[src/rtl/tdm_demux_pkg.sv]
// Shared types and default constants for the TDM demultiplexer.
//   state_t    : framing state (HUNT, COLLECT, EXPECT_SOF)
//   TDM_WIDTH  : default bits per channel sample
//   TDM_NUM_CH : default channels per frame
//   IDX_W      : channel index width for the default channel count
package tdm_pkg;

  localparam int unsigned TDM_WIDTH  = 8;
  localparam int unsigned TDM_NUM_CH = 4;
  localparam int unsigned IDX_W      = $clog2(TDM_NUM_CH);

  typedef enum logic [1:0] {
    HUNT       = 2'd0,
    COLLECT    = 2'd1,
    EXPECT_SOF = 2'd2
  } state_t;

endpackage

[src/rtl/tdm_demux_if.sv]
// Stream-in / frame-out handshake bundle of the TDM demultiplexer.
//   in_data/in_valid/in_sof/in_ready : per-beat input stream, sof marks channel 0
//   out_data/out_valid/out_ready     : one assembled frame per transfer,
//                                      channel k at [k*WIDTH +: WIDTH]
// master: the side driving beats and consuming frames; slave: the demultiplexer.
interface tdm_demux_if
  import tdm_pkg::*;
#(
  parameter int unsigned WIDTH  = TDM_WIDTH,
  parameter int unsigned NUM_CH = TDM_NUM_CH
) ();

  logic [WIDTH-1:0]        in_data;
  logic                    in_valid;
  logic                    in_sof;
  logic                    in_ready;
  logic [NUM_CH*WIDTH-1:0] out_data;
  logic                    out_valid;
  logic                    out_ready;

  modport master (
    output in_data,
    output in_valid,
    output in_sof,
    input  in_ready,
    input  out_data,
    input  out_valid,
    output out_ready
  );

  modport slave (
    input  in_data,
    input  in_valid,
    input  in_sof,
    output in_ready,
    output out_data,
    output out_valid,
    input  out_ready
  );

endinterface

[src/rtl/tdm_demux.sv]
// Receive end of an N:1 TDM byte link. Beats arrive one channel per cycle,
// channel 0 flagged by in_sof; each beat is steered into its slot and a
// complete frame is presented on a valid/ready output register.
//   clk, rst_n  : clock, asynchronous active-low reset
//   bus         : tdm_demux_if slave (input stream, output frame)
//   chan_idx    : channel index expected for the next beat
//   sync_err    : one-cycle pulse on an early or missing start-of-frame
//   frame_count : frames delivered, wraps
module tdm_demux
  import tdm_pkg::*;
#(
  parameter int unsigned WIDTH  = TDM_WIDTH,
  parameter int unsigned NUM_CH = TDM_NUM_CH,
  parameter int unsigned CNT_W  = 16
) (
  input  logic                      clk,
  input  logic                      rst_n,
  tdm_demux_if.slave                bus,
  output logic [$clog2(NUM_CH)-1:0] chan_idx,
  output logic                      sync_err,
  output logic [CNT_W-1:0]          frame_count
);

  localparam int unsigned IdxW = $clog2(NUM_CH);
  // The last channel goes straight to the output register, so only
  // NUM_CH-1 slots need buffering.
  localparam int unsigned BufW = (NUM_CH - 1) * WIDTH;
  localparam logic [IdxW-1:0] LastIdx = IdxW'(NUM_CH - 1);

  state_t                  state_q, state_d;
  logic [IdxW-1:0]         idx_q, idx_d;
  logic [BufW-1:0]         buf_q, buf_d;
  logic [NUM_CH*WIDTH-1:0] out_data_q, out_data_d;
  logic                    out_valid_q, out_valid_d;
  logic                    sync_err_q, sync_err_d;
  logic [CNT_W-1:0]        count_q, count_d;

  logic in_ready;
  logic accept;
  logic deliver;
  logic start_frame;

  // Stall only when the final beat would overwrite an undelivered frame;
  // combinational from out_ready so a same-cycle drain lets the beat in.
  assign in_ready = !((state_q == COLLECT) && (idx_q == LastIdx) &&
                      out_valid_q && !bus.out_ready);
  assign accept   = bus.in_valid && in_ready;
  assign deliver  = out_valid_q && bus.out_ready;

  always_comb begin
    state_d     = state_q;
    idx_d       = idx_q;
    buf_d       = buf_q;
    out_data_d  = out_data_q;
    out_valid_d = out_valid_q;
    sync_err_d  = 1'b0;
    count_d     = count_q;
    start_frame = 1'b0;

    if (deliver) begin
      out_valid_d = 1'b0;
      count_d     = count_q + CNT_W'(1);
    end

    if (accept) begin
      unique case (state_q)
        HUNT: begin
          // Beats without sof are discarded silently while hunting.
          if (bus.in_sof) begin
            start_frame = 1'b1;
          end
        end
        COLLECT: begin
          if (bus.in_sof) begin
            // Early sof: abandon the partial frame and restart on this beat.
            sync_err_d  = 1'b1;
            start_frame = 1'b1;
          end else if (idx_q == LastIdx) begin
            // A same-cycle delivery already cleared out_valid_d; this sets it
            // again so back-to-back frames flow without a bubble.
            out_data_d  = {bus.in_data, buf_q};
            out_valid_d = 1'b1;
            idx_d       = '0;
            state_d     = EXPECT_SOF;
          end else begin
            buf_d[int'(idx_q) * WIDTH +: WIDTH] = bus.in_data;
            idx_d = idx_q + IdxW'(1);
          end
        end
        EXPECT_SOF: begin
          if (bus.in_sof) begin
            start_frame = 1'b1;
          end else begin
            sync_err_d = 1'b1;
            state_d    = HUNT;
          end
        end
        default: begin
          state_d = HUNT;
          idx_d   = '0;
        end
      endcase
    end

    if (start_frame) begin
      buf_d[WIDTH-1:0] = bus.in_data;
      idx_d            = IdxW'(1);
      state_d          = COLLECT;
    end
  end

  always_ff @(posedge clk or negedge rst_n) begin
    if (!rst_n) begin
      state_q     <= HUNT;
      idx_q       <= '0;
      buf_q       <= '0;
      out_data_q  <= '0;
      out_valid_q <= 1'b0;
      sync_err_q  <= 1'b0;
      count_q     <= '0;
    end else begin
      state_q     <= state_d;
      idx_q       <= idx_d;
      buf_q       <= buf_d;
      out_data_q  <= out_data_d;
      out_valid_q <= out_valid_d;
      sync_err_q  <= sync_err_d;
      count_q     <= count_d;
    end
  end

  assign bus.in_ready  = in_ready;
  assign bus.out_data  = out_data_q;
  assign bus.out_valid = out_valid_q;
  assign chan_idx      = idx_q;
  assign sync_err      = sync_err_q;
  assign frame_count   = count_q;

endmodule

[src/flat_wrapper.sv]
// flat-port wrapper written by rule: the top's interface ports become plain ports
module tdm_demux_flat import tdm_pkg::*;
#(
  parameter int unsigned WIDTH  = TDM_WIDTH,
  parameter int unsigned NUM_CH = TDM_NUM_CH,
  parameter int unsigned CNT_W  = 16
)
  (clk, rst_n, chan_idx, sync_err, frame_count, bus_in_data, bus_in_valid, bus_in_sof, bus_in_ready, bus_out_data, bus_out_valid, bus_out_ready);
  tdm_demux_if #(.WIDTH(WIDTH), .NUM_CH(NUM_CH)) bus_i ();
  input  logic clk;
  input  logic rst_n;
  output logic [$clog2(NUM_CH)-1:0] chan_idx;
  output logic sync_err;
  output logic [CNT_W-1:0] frame_count;
  input wire logic [$bits(bus_i.in_data)-1:0] bus_in_data;
  input wire logic [$bits(bus_i.in_valid)-1:0] bus_in_valid;
  input wire logic [$bits(bus_i.in_sof)-1:0] bus_in_sof;
  output wire logic [$bits(bus_i.in_ready)-1:0] bus_in_ready;
  output wire logic [$bits(bus_i.out_data)-1:0] bus_out_data;
  output wire logic [$bits(bus_i.out_valid)-1:0] bus_out_valid;
  input wire logic [$bits(bus_i.out_ready)-1:0] bus_out_ready;
  assign bus_i.in_data = bus_in_data;
  assign bus_i.in_valid = bus_in_valid;
  assign bus_i.in_sof = bus_in_sof;
  assign bus_in_ready = bus_i.in_ready;
  assign bus_out_data = bus_i.out_data;
  assign bus_out_valid = bus_i.out_valid;
  assign bus_i.out_ready = bus_out_ready;
  tdm_demux #(.WIDTH(WIDTH), .NUM_CH(NUM_CH), .CNT_W(CNT_W)) u_core (.clk(clk), .rst_n(rst_n), .bus(bus_i), .chan_idx(chan_idx), .sync_err(sync_err), .frame_count(frame_count));
endmodule
[config.mk]
export PLATFORM = sky130hd
export DESIGN_NAME = tdm_demux_flat
export DESIGN_NICKNAME = d
export VERILOG_FILES = /design/src/rtl/tdm_demux_pkg.sv /design/src/rtl/tdm_demux_if.sv /design/src/rtl/tdm_demux.sv /design/src/flat_wrapper.sv
export SDC_FILE = /design/constraint.sdc
export NUM_CORES = 1
export LEC_CHECK = 0
export CORE_MARGIN = 8
export CORE_UTILIZATION = 40
export CTS_BUF_LIST = sky130_fd_sc_hd__clkbuf_8
export CTS_CLUSTER_SIZE = 24
export DETAILED_ROUTE_END_ITERATION = 10
export HOLD_SLACK_MARGIN = 0.08
export PLACE_DENSITY = 0.71
export SETUP_SLACK_MARGIN = 0.4
export SLEW_MARGIN = 15
export SYNTH_ARGS = -nofsm -noshare
export SYNTH_HDL_FRONTEND = slang
export SYNTH_SLANG_ARGS = --single-unit
[constraint.sdc]
create_clock -name clk -period 3.8 [get_ports clk]
set_clock_uncertainty 0.15 [all_clocks]
set_input_delay 1.14 -clock clk [delete_from_list [all_inputs] [get_ports clk]]
set_output_delay 1.14 -clock clk [all_outputs]
set_load 0.005 [all_outputs]
# --- Yosys cells after proc, flatten, opt, wreduce, memory -nomap -nowiden ---
# Cells that the tools add are included.
op_classes:
  add_sub_neg: 3
  n_eq_ne: 10
  n_shift: 2
  muxes: 28
  n_bitwise: 2
  reduce_logical: 17
ops:
  columns: ["cell", "count"]
  rows:
  - ["$mux 8", 5]
  - ["$neg 5->34", 1]
  - ["$shift 8x34->24 const A", 1]
  - ["$shiftx 8x34->24", 1]
  - ["$bwmux 24", 1]
  - ["$mux 2", 9]
  - ["$add 16x1->16 const B", 1]
  - ["$reduce_and 4->1", 3]
  - ["$mux 1", 10]
  - ["$ne 3x2->1 const B", 3]
  - ["$ne 2x1->1 const B", 4]
  - ["$pmux 2 s3", 1]
  - ["$logic_and 1x1->1", 5]
  - ["$reduce_and 5->1", 1]
  - ["$eq 2x2->1 const B", 2]
  - ["$pmux 2 s2", 1]
  - ["$reduce_bool 2->1", 2]
  - ["$reduce_and 3->1", 1]
  - ["$reduce_or 3->1", 1]
  - ["$add 2x1->2 const B", 1]
  - ["$eq 2x1->1 const B", 1]
  - ["$logic_not 1->1", 2]
  - ["$logic_not 2->1", 1]
  - ["$not 1->1", 2]
  - ["other kinds (2)", 2]
word_totals:
  ff_bits: 78
  in_bits: 13

# --- Depth between registers and ports, before layout ---
depth:
  depth_word: 9
  depth_mapped: 7

# --- Least setup slack after synthesis ---
# Ideal clock, no wire load.
synth_path:
  path_kind: "input to output"
  from: "in bus_out_ready"
  to: "out bus_in_ready"
  arrival_ns: 1.444
  required_time_ns: 2.510
  path_slack_ns: 1.066
  stages: 2
  n_path_buf: 0
  path_cell_list: "and3b_1 -> nand2_1"
synth_between:
  elab_chain_cells: 3
synth_lines:
  columns: ["element", "line_no", "source"]
  rows:
  - ["from (decl)", "flat_wrapper.sv:21", "input wire logic [$bits(bus_i.out_ready)-1:0] bus_out_ready;"]
  - ["$logic_not 1->1", "tdm_demux.sv:46", "out_valid_q && !bus.out_ready);"]
  - ["$logic_and 1x1->1", "tdm_demux.sv:46", null]
  - ["$logic_not 1->1", "tdm_demux.sv:45", "assign in_ready = !((state_q == COLLECT) && (idx_q == LastIdx) &&"]
  - ["to (decl)", "flat_wrapper.sv:18", "output wire logic [$bits(bus_i.in_ready)-1:0] bus_in_ready;"]
# Every way passes these cells.

# --- Final worst setup path ---
# Ends and elaborated chain as after synthesis.

==> metrics.txt <==
root buf cell clkbuf_8; register bit count reported by yosys 78; DR pass1 iterations 4; clk_lat worst skew 0.34 ns; dpl cells 442; Diodes inserted 0; 1st-iter DRT viols 81; hold_sp u_core.frame_count[15]; commonest register cell after synthesis dfrtp_1; clock buffer depth 2; worst min path class flip-flop to flip-flop; clock-pin slew on the worst setup and hold paths 0.08 ns; max_slew headroom between 30% and 40%; layout cells sized above 1 around 16%; unrepaired setup endpoints after global routing false; max frequency about 310 MHz; first-pass GRT wire length 12100 um; CP Buf/Inv Count 2; total core area 8593 um2; Fin Hold WS around 0.33 ns; number of global-route vias before repair roughly 2400; commonest non-fill, non-tap cells in the layout dfrtp_1 (78), clkdlybuf4s50_1 (62), nand2_1 (34); area leader, netlist dfrtp_1; # nets final 364; WL/cell roughly 16 um; CP peak stage delay 0.27 ns; CTS tree built; via count 2232; Final setup viols 0; final slew viol count 0; Min-Delay Path Depth 1; reg2reg setup slack 1.27 ns; largest net degree at the start of global routing just under 80; worst hold endpoint u_core.frame_count[15]; status finished, final reports clean; Syn Nets roughly 290; final setup TNS 0 ns; Crit-path slowest cell dlygate4sd2_1; H-tree levels 3; final WL 7252 um; Crit Path Class input port to primary output; Post-Syn Instances 270; top cell type's share of synthesized area 55.91%; PortBufs 65; most common cell after layout, fill and taps aside dfrtp_1; worst path required time between 2 and 3 ns; clk sink count 78; Final WS setup 0.5611 ns; synth top area cells dfrtp_1 (56%), mux2_4 (12%), mux2i_1 (6.9%), nand2_1 (3.7%), inv_1 (3.2%); Via-to-Cell Ratio 4.873; Routed Antenna Nets 0; Worst R2R Start u_core.chan_idx[0]; hpwl dp 5134 um; Least-Margin Pin Slew 1.034 ns; Synth Warn # 0; Worst path most repeated cell dlygate4sd2_1; Post-synth EDFFs 0; Die X 109.4 um; Post-CTS Hold Buffers 0; pwr/cell area 659.2 nW/um2; Num CTS Buffers 9; Die Ht 109.4 um; Post-route DRC 0; Arr. time, crit path 1.95 ns; Tcrit/Tclk final 85.23%; Placer Congestion 0.7458; post-synth cell types 39; Initial Util 40.62%; non-filler instance count after layout 458; grt total ovfl 0; post-synthesis cell area 3491 um2; Area Growth Syn to Fin 26.77%; Worst path top cell family by delay buffers and inverters; CP max FO 2; Critical Path End Type primary output; fraction of registers with async set or reset after synthesis 100.0%; Ports between 60 and 70; Pleak 2.175 nW; Seq/Total Area, Yosys 55.91%; initial antenna violation count 0; Period minus WS final 3.239 ns; Syn Area/Cell about 13 um2; Worst Reg-to-Reg Cells 6; Final Hold Viols 0; DIE AREA 11970 um2; Max Cap Viol 0; worst reg2reg endpoint u_core.bus.out_data[17]; worst vdd ir 0.0002882 V; GRT Total Usage a little over an eighth; CP Launch Type input port; CP Cell Sequence dlygate4sd2_1 -> and3b_1 -> nand2_1 -> dlygate4sd2_1; row count 34; pre-CTS WS 0.09424 ns
## report_power, final
part	internal (W)	switching (W)
Sequential	0.00111	0.000190
Clock	0.000267	0.000288
Combinational	0.000655	0.000405
## area by class of cell
cell class,count,area [um2]
tap,108,135.1
fill,771,4168
multi-input combinational,156,1353
clock buffer,11,151.4
sequential,78,1952
clock inverter,5,26.28
timing repair buffer,70,695.7
inverter,30,112.6
## timing repair
| action | in CTS | in global routing |
|---|---|---|
| endpoints found under the setup margin | 1 | 0 |
| setup buffers | 0 | 0 |
| gates resized for setup | 2 | 0 |
## per-stage QoR
stage | total power (W) | util (%) | area [um2]
global placement | 0.002358 | 49.46 | 4250
floorplan | 0.001866 | - | 3491
finish | 0.002917 | 51.50 | 4425
detailed placement | 0.002393 | 49.46 | 4250
CTS | 0.002968 | 51.50 | 4425
global route | 0.003128 | 51.50 | 4425
## how the worst max path moves through the flow
| stage | cells past startpoint | startpoint | end |
|---|---|---|---|
| global placement | 4 | bus_out_ready | bus_in_ready |
| floorplan | 2 | bus_out_ready | bus_in_ready |
| CTS | 4 | bus_out_ready | bus_in_ready |
| global route | 4 | bus_out_ready | bus_in_ready |
| finish | 4 | bus_out_ready | bus_in_ready |
| detailed placement | 4 | bus_out_ready | bus_in_ready |
## state kept, by name (all words and copies together), names as in the netlist
name and cells:
u_core.buf_q 24, u_core.bus.out_data 32, u_core.bus.out_valid 1, u_core.chan_idx 2, u_core.frame_count 16, u_core.state_q 2
u_core.sync_err 1
## layer usage
metal | up-vias | global-route usage, % | routed length (um)
li1 | 1052 | - | -
met1 | 1113 | 15.84 | 3078
met2 | 56 | 21.10 | 3607
met3 | 11 | 3.341 | 415
met4 | 0 | 7.040 | 151
met5 | - | 0 | 0
## kinds of logic after synthesis
group	share of synthesized area [%]
and+or+nand+nor	8.889
xor gates and xnor gates	3.763
buffers and inverters	5.376
muxes	20.54
adders and majority gates	2.150
DFF	55.91
AOI/OAI and AO/OA	3.369
## Yosys cell counts, drive strengths merged (3+ instances only)
cell type  instances
o21ai              4
dfrtp             78
mux2              33
ha                 6
inv               30
nand3              6
xor2               4
nor2               4
xnor2             11
nand4              3
buf                5
mux2i             24
and3               3
nand2             34
Power figures use the tool's default switching activity.
==> patch 1, RTL diff (same settings) <==
`CNT_W` is set to 16 in 2 places; all go to 18.
--- a/src/rtl/tdm_demux.sv
+++ b/src/rtl/tdm_demux.sv
@@ -12,5 +12,5 @@
   parameter int unsigned WIDTH  = TDM_WIDTH,
   parameter int unsigned NUM_CH = TDM_NUM_CH,
-  parameter int unsigned CNT_W  = 16
+  parameter int unsigned CNT_W  = 18
 ) (
   input  logic                      clk,
--- a/src/flat_wrapper.sv
+++ b/src/flat_wrapper.sv
@@ -4,5 +4,5 @@
   parameter int unsigned WIDTH  = TDM_WIDTH,
   parameter int unsigned NUM_CH = TDM_NUM_CH,
-  parameter int unsigned CNT_W  = 16
+  parameter int unsigned CNT_W  = 18
 )
   (clk, rst_n, chan_idx, sync_err, frame_count, bus_in_data, bus_in_valid, bus_in_sof, bus_in_ready, bus_out_data, bus_out_valid, bus_out_ready);
Ports: changed (resized frame_count); port bits go from 66 to 68. The function was not compared with the original's and may differ.
==> patch 1 against the original RTL <==
Synthesized area rose by 4.1%; sequential cell count up 2; cell count grew 1.3%; total power rose by 8.7%; wire length rose by 1.6%; setup slack lost 84 ps; sequential share of layout area fell by 0.86 points; cell area up 4.6%; non-clock buffer count grew 2; largest cell class unchanged; largest power group unchanged; highest routed layer unchanged.
==> patch 1: results <==
{
  "worstPathArrival_ps": 2030,
  "cpMaxStageDelayCell": "clkdlybuf4s50_1",
  "synth.distinct_cells": 40,
  "worstReg2RegEnd": "u_core.bus.out_data[15]$_DFFE_PN0P_",
  "first_global_vias": 2401,
  "clk-power_mw": 0.641,
  "hold_viol_final": 0,
  "leakage_nw": 2.27,
  "grt.met3_usage_pct": 3.95,
  "r2r_cells": 5,
  "pwr-share-seq_pct": 42.7,
  "hold_path_end": "u_core.frame_count[17]$_DFFE_PN0P_",
  "globalplace.congestion": 0.765,
  "synth_mux_area_share_pct": 20.9,
  "p_int_mw": 2.24,
  "whs_ps": 326,
  "vias": 2259,
  "synth_xor_area_share_pct": 4.10,
  "place_ws_ps": 118,
  "grt_pass1_wl_um": 12100,
  "vdd_drop_max_mv": 0.284,
  "synthAdderAreaFrac_pct": 2.07,
  "wirelength_um": 7370,
  "yosysSeqAreaShare_pct": 55.1,
  "hold_start": "u_core.frame_count[17]$_DFFE_PN0P_",
  "grtUsageTotal_pct": 11.9,
  "met2_usage_pct": 18.1,
  "regToRegSetupSlack_ps": 1450,
  "synth-compound-area-share_pct": 2.72,
  "io_buffers": 67,
  "dpl.hpwl_um": 5260,
  "placed_cells_incl_taps": 448,
  "worstPathMaxFanout": 3,
  "ys_top_cells_by_area": "dfrtp_1 (55%), mux2_4 (15%), mux2i_1 (4.4%), xnor2_1 (2.7%), inv_1 (2.4%)",
  "grt_max_degree": 81,
  "syn-num-nets": 294,
  "drive_above_1_share_pct": 20.2,
  "ctsResizeCount": 5,
  "status": "finished, final reports clean",
  "placed_cell_area_um2": 4430,
  "wire_per_inst_um": 15.9,
  "syn_inst": 275,
  "clockPowerShare_pct": 20.2,
  "nNetsFinal": 370,
  "slowest_delay_ps": 440
}
-- patch 1: changes by cell type after synthesis, sizes merged, moves of 3 or more --
| cell | before | now |
|---|---|---|
| mux2i | 24 | 16 |
| nor2 | 4 | 7 |
| nor4 | 0 | 4 |
| nand2 | 34 | 23 |
| nand3 | 6 | 10 |
| a21oi | 1 | 4 |
| nor2b | 1 | 8 |
| mux2 | 33 | 41 |
| inv | 30 | 23 |
-- patch 1: cell type report --
| class | instances | area [um2] | area share [%] |
|---|---|---|---|
| Clock buffer | 11 | 151 | 3.27 |
| Clock inverter | 5 | 55.1 | 1.19 |
| Inverter | 23 | 86.3 | 1.86 |
| Multi-Input combinational cell | 165 | 1490 | 32.1 |
| Sequential cell | 80 | 2000 | 43.2 |
| Tap cell | 108 | 135 | 2.92 |
| Timing Repair Buffer | 72 | 713 | 15.4 |
-- patch 1: kinds of logic after synthesis --
kind of cell / Yosys count
buf+inv: 30
fa+ha+maj: 6
compound gates: 15
xor+xnor: 17
simple gates: 70
flops: 80
mux: 57
-- patch 1: worst max-delay path by stage --
stage | cells after the start | endpoint | slack (ps) | from
after floorplan | 2 | bus_in_ready | 1040 | bus_out_ready
after global placement | 4 | bus_in_ready | 150 | bus_out_ready
after detailed placement | 4 | bus_in_ready | 120 | bus_out_ready
after CTS | 4 | bus_in_ready | 480 | bus_out_ready
after global routing | 4 | bus_in_ready | 420 | bus_out_ready
final | 4 | bus_in_ready | 480 | bus_out_ready
-- patch 1: critical path: cells and delay by family --
kind | cells | cell delay [ps]
buffers and inverters | 2 | 610
and+or+nand+nor | 2 | 290
-- patch 1: layer usage --
metal,wire length [um],share of wire [%]
met5,0,0
met2,3370,46
met4,75,1.0
met3,437,5.9
met1,3480,47
==> patch 2, RTL diff (same settings) <==
Without the edit above. Encoding of `state_t`: now one-hot (3 bits for 3 states).
--- a/src/rtl/tdm_demux_pkg.sv
+++ b/src/rtl/tdm_demux_pkg.sv
@@ -10,8 +10,8 @@
   localparam int unsigned IDX_W      = $clog2(TDM_NUM_CH);
 
-  typedef enum logic [1:0] {
-    HUNT       = 2'd0,
-    COLLECT    = 2'd1,
-    EXPECT_SOF = 2'd2
+  typedef enum logic [2:0] {
+    HUNT       = 3'b001,
+    COLLECT    = 3'b010,
+    EXPECT_SOF = 3'b100
   } state_t;
 
Formal check against the unedited RTL: same outputs for any inputs over 4 cycles, from zero or initial values and one cycle with rst_n low; so few cycles prove little.
==> patch 2 against the original RTL <==
Cell area is 2.3% lower; wire length is 3.0% lower; synthesized area is 4.2% lower; hold slack worse by 7.4 ps; sequential share of layout area is 1.6 points higher; critical endpoint unchanged; sequential cell count is 1 higher; setup slack worse by 24 ps; global-route usage is 0.49 points lower; die area is 3.6% lower; fmax is 0.72% lower.
Power is not compared: it rests on default switching activity, and its combinational part moved more than twofold at a synthesized area within 25%.
==> patch 2: results <==
{
  "synth_xor_area_share_pct": 3.93,
  "critical_path.top_delay_family": "simple AND/OR/NAND/NOR gates",
  "status": "finished, final reports clean",
  "synth_mux_area_share_pct": 12.2,
  "wirelength_um": 7040,
  "worstPathArrival_ps": 1970,
  "cts_buffer_depth": 2,
  "syn-num-nets": 289,
  "grt_antenna_before_repair": 0,
  "nNetsFinal": 363,
  "synth-compound-area-share_pct": 8.16,
  "yosysSeqAreaShare_pct": 59.2,
  "async_flop_share_pct": 100,
  "via_per_inst": 4.91,
  "io_buffers": 65,
  "ys_top_cells_by_area": "dfrtp_1 (58%), mux2_1 (9.4%), nand2_1 (4.6%), o21ai_0 (3.0%), xnor2_1 (2.6%)",
  "drive_above_1_share_pct": 10.9,
  "globalplace.congestion": 0.775,
  "hp-class": "flop to flop",
  "ys.flop_type": "dfrtp_1",
  "dpl.hpwl_um": 4910,
  "grt_pass1_wl_um": 11400,
  "leakage_nw": 2.00,
  "grt_max_degree": 80,
  "slowest_delay_ps": 330,
  "vdd_drop_max_mv": 0.158,
  "synthAdderAreaFrac_pct": 2.25,
  "diodes": 0,
  "synth.distinct_cells": 42,
  "ys_warn_count": 0,
  "largest_reg_flops": 32,
  "drtIter0Drc": 70,
  "netlist_top_cells_count": "dfrtp_1 (78), nand2_1 (41), mux2_1 (28)",
  "firstDrtPassIters": 4,
  "numCtsBuffers": 9,
  "clkLatencyLatePin_ps": 340,
  "clkSlewWorstSetupHoldPaths_ps": 80,
  "worstPathMaxFanout": 2,
  "grtUsageTotal_pct": 12.6,
  "tightest_slew_ps": 984,
  "cpMaxStageDelayCell": "or3_4",
  "root_buffer": "clkbuf_8",
  "tns_ps": 0,
  "htreeDepth": 3
}
==> patch 2: cell types whose count changed after synthesis, sizes merged, moves of 2 or more <==
cell / delta
inv: -25
mux2i: -22
o21ai: +17
a22o: +8
nand2: +7
nand3: +5
nor2: +4
nor2b: +3
a21o: +2
a32oi: -2
nor3b: +2
o311ai: +2
==> patch 2: through the flow <==
stage	std cells	area [um2]	worst slack [ps]
final	454	4320	538
after global routing	454	4320	501
after CTS	454	4320	529
after detailed placement	438	4130	1.33
after global placement	438	4130	3.01
after floorplan	270	3340	830
==> patch 2: final timing paths <==
path | start | endpoint | slack, ps | cells after the start
worst min-delay path | u_core.frame_count[15]$_DFFE_PN0P_ | u_core.frame_count[15]$_DFFE_PN0P_ | 320 | 1
worst max-delay path | bus_out_ready | bus_in_ready | 540 | 4
worst max register to register | u_core.chan_idx[0]$_DFFE_PN0P_ | u_core.buf_q[15]$_DFFE_PN0P_ | 1500 | 5
max in group asynchronous | rst_n | u_core.frame_count[13]$_DFFE_PN0P_ | 2060 | 1
min in group asynchronous | rst_n | u_core.sync_err$_DFF_PN0_ | 770 | 1
worst min register to register | u_core.frame_count[15]$_DFFE_PN0P_ | u_core.frame_count[15]$_DFFE_PN0P_ | 320 | 1
==> patch 2: final cells by class <==
type | count | area, um2
multi-input combinational | 180 | 1320
sequential | 79 | 1980
inverter | 5 | 18.8
tap | 105 | 131
fill | 736 | 3850
clock buffer | 9 | 124
clock inverter | 7 | 62.6
timing repair buffer | 69 | 691
==> patch 2: per-layer routing <==
metal	wire length, um	vias to the layer above	GRT usage, %
li1	-	1095	-
met1	3200	1102	15.4
met4	57	0	6.14
met2	3510	31	20.7
met3	272	2	2.63
met5	0	-	0
==> patch 2: logic make-up (layout without fill, tap and decap cells) <==
logic type                 Yosys count  in the layout
and+or+nand+nor                     85             85
DFF                                 79             79
AOI/OAI and AO/OA                   38             38
muxes                               36             36
xor gates and xnor gates            15             15
buffers and inverters               11             90
adders and majority gates            6              6
==> patch 2: repair_timing <==
action                                  CTS  global route
hold endpoints to repair                  0             0
resized for setup                         7             0
endpoints found under the setup margin    1             0
setup buffers                             0             0
==> patch 2: report_power, final <==
| part | internal (mW) | switching, mW |
|---|---|---|
| Clock | 0.251 | 0.341 |
| Combinational | 0.166 | 0.155 |
| Sequential | 0.916 | 0.0635 |
| Total | 1.33 | 0.559 |
==> patch 2: worst reg2reg max path, cell delays in order (launching register included) <==
cell     delay (ps)
dfrtp_1         520
inv_1           150
ha_1            350
nor3b_1         750
nand2_1         110
o21ai_0         180
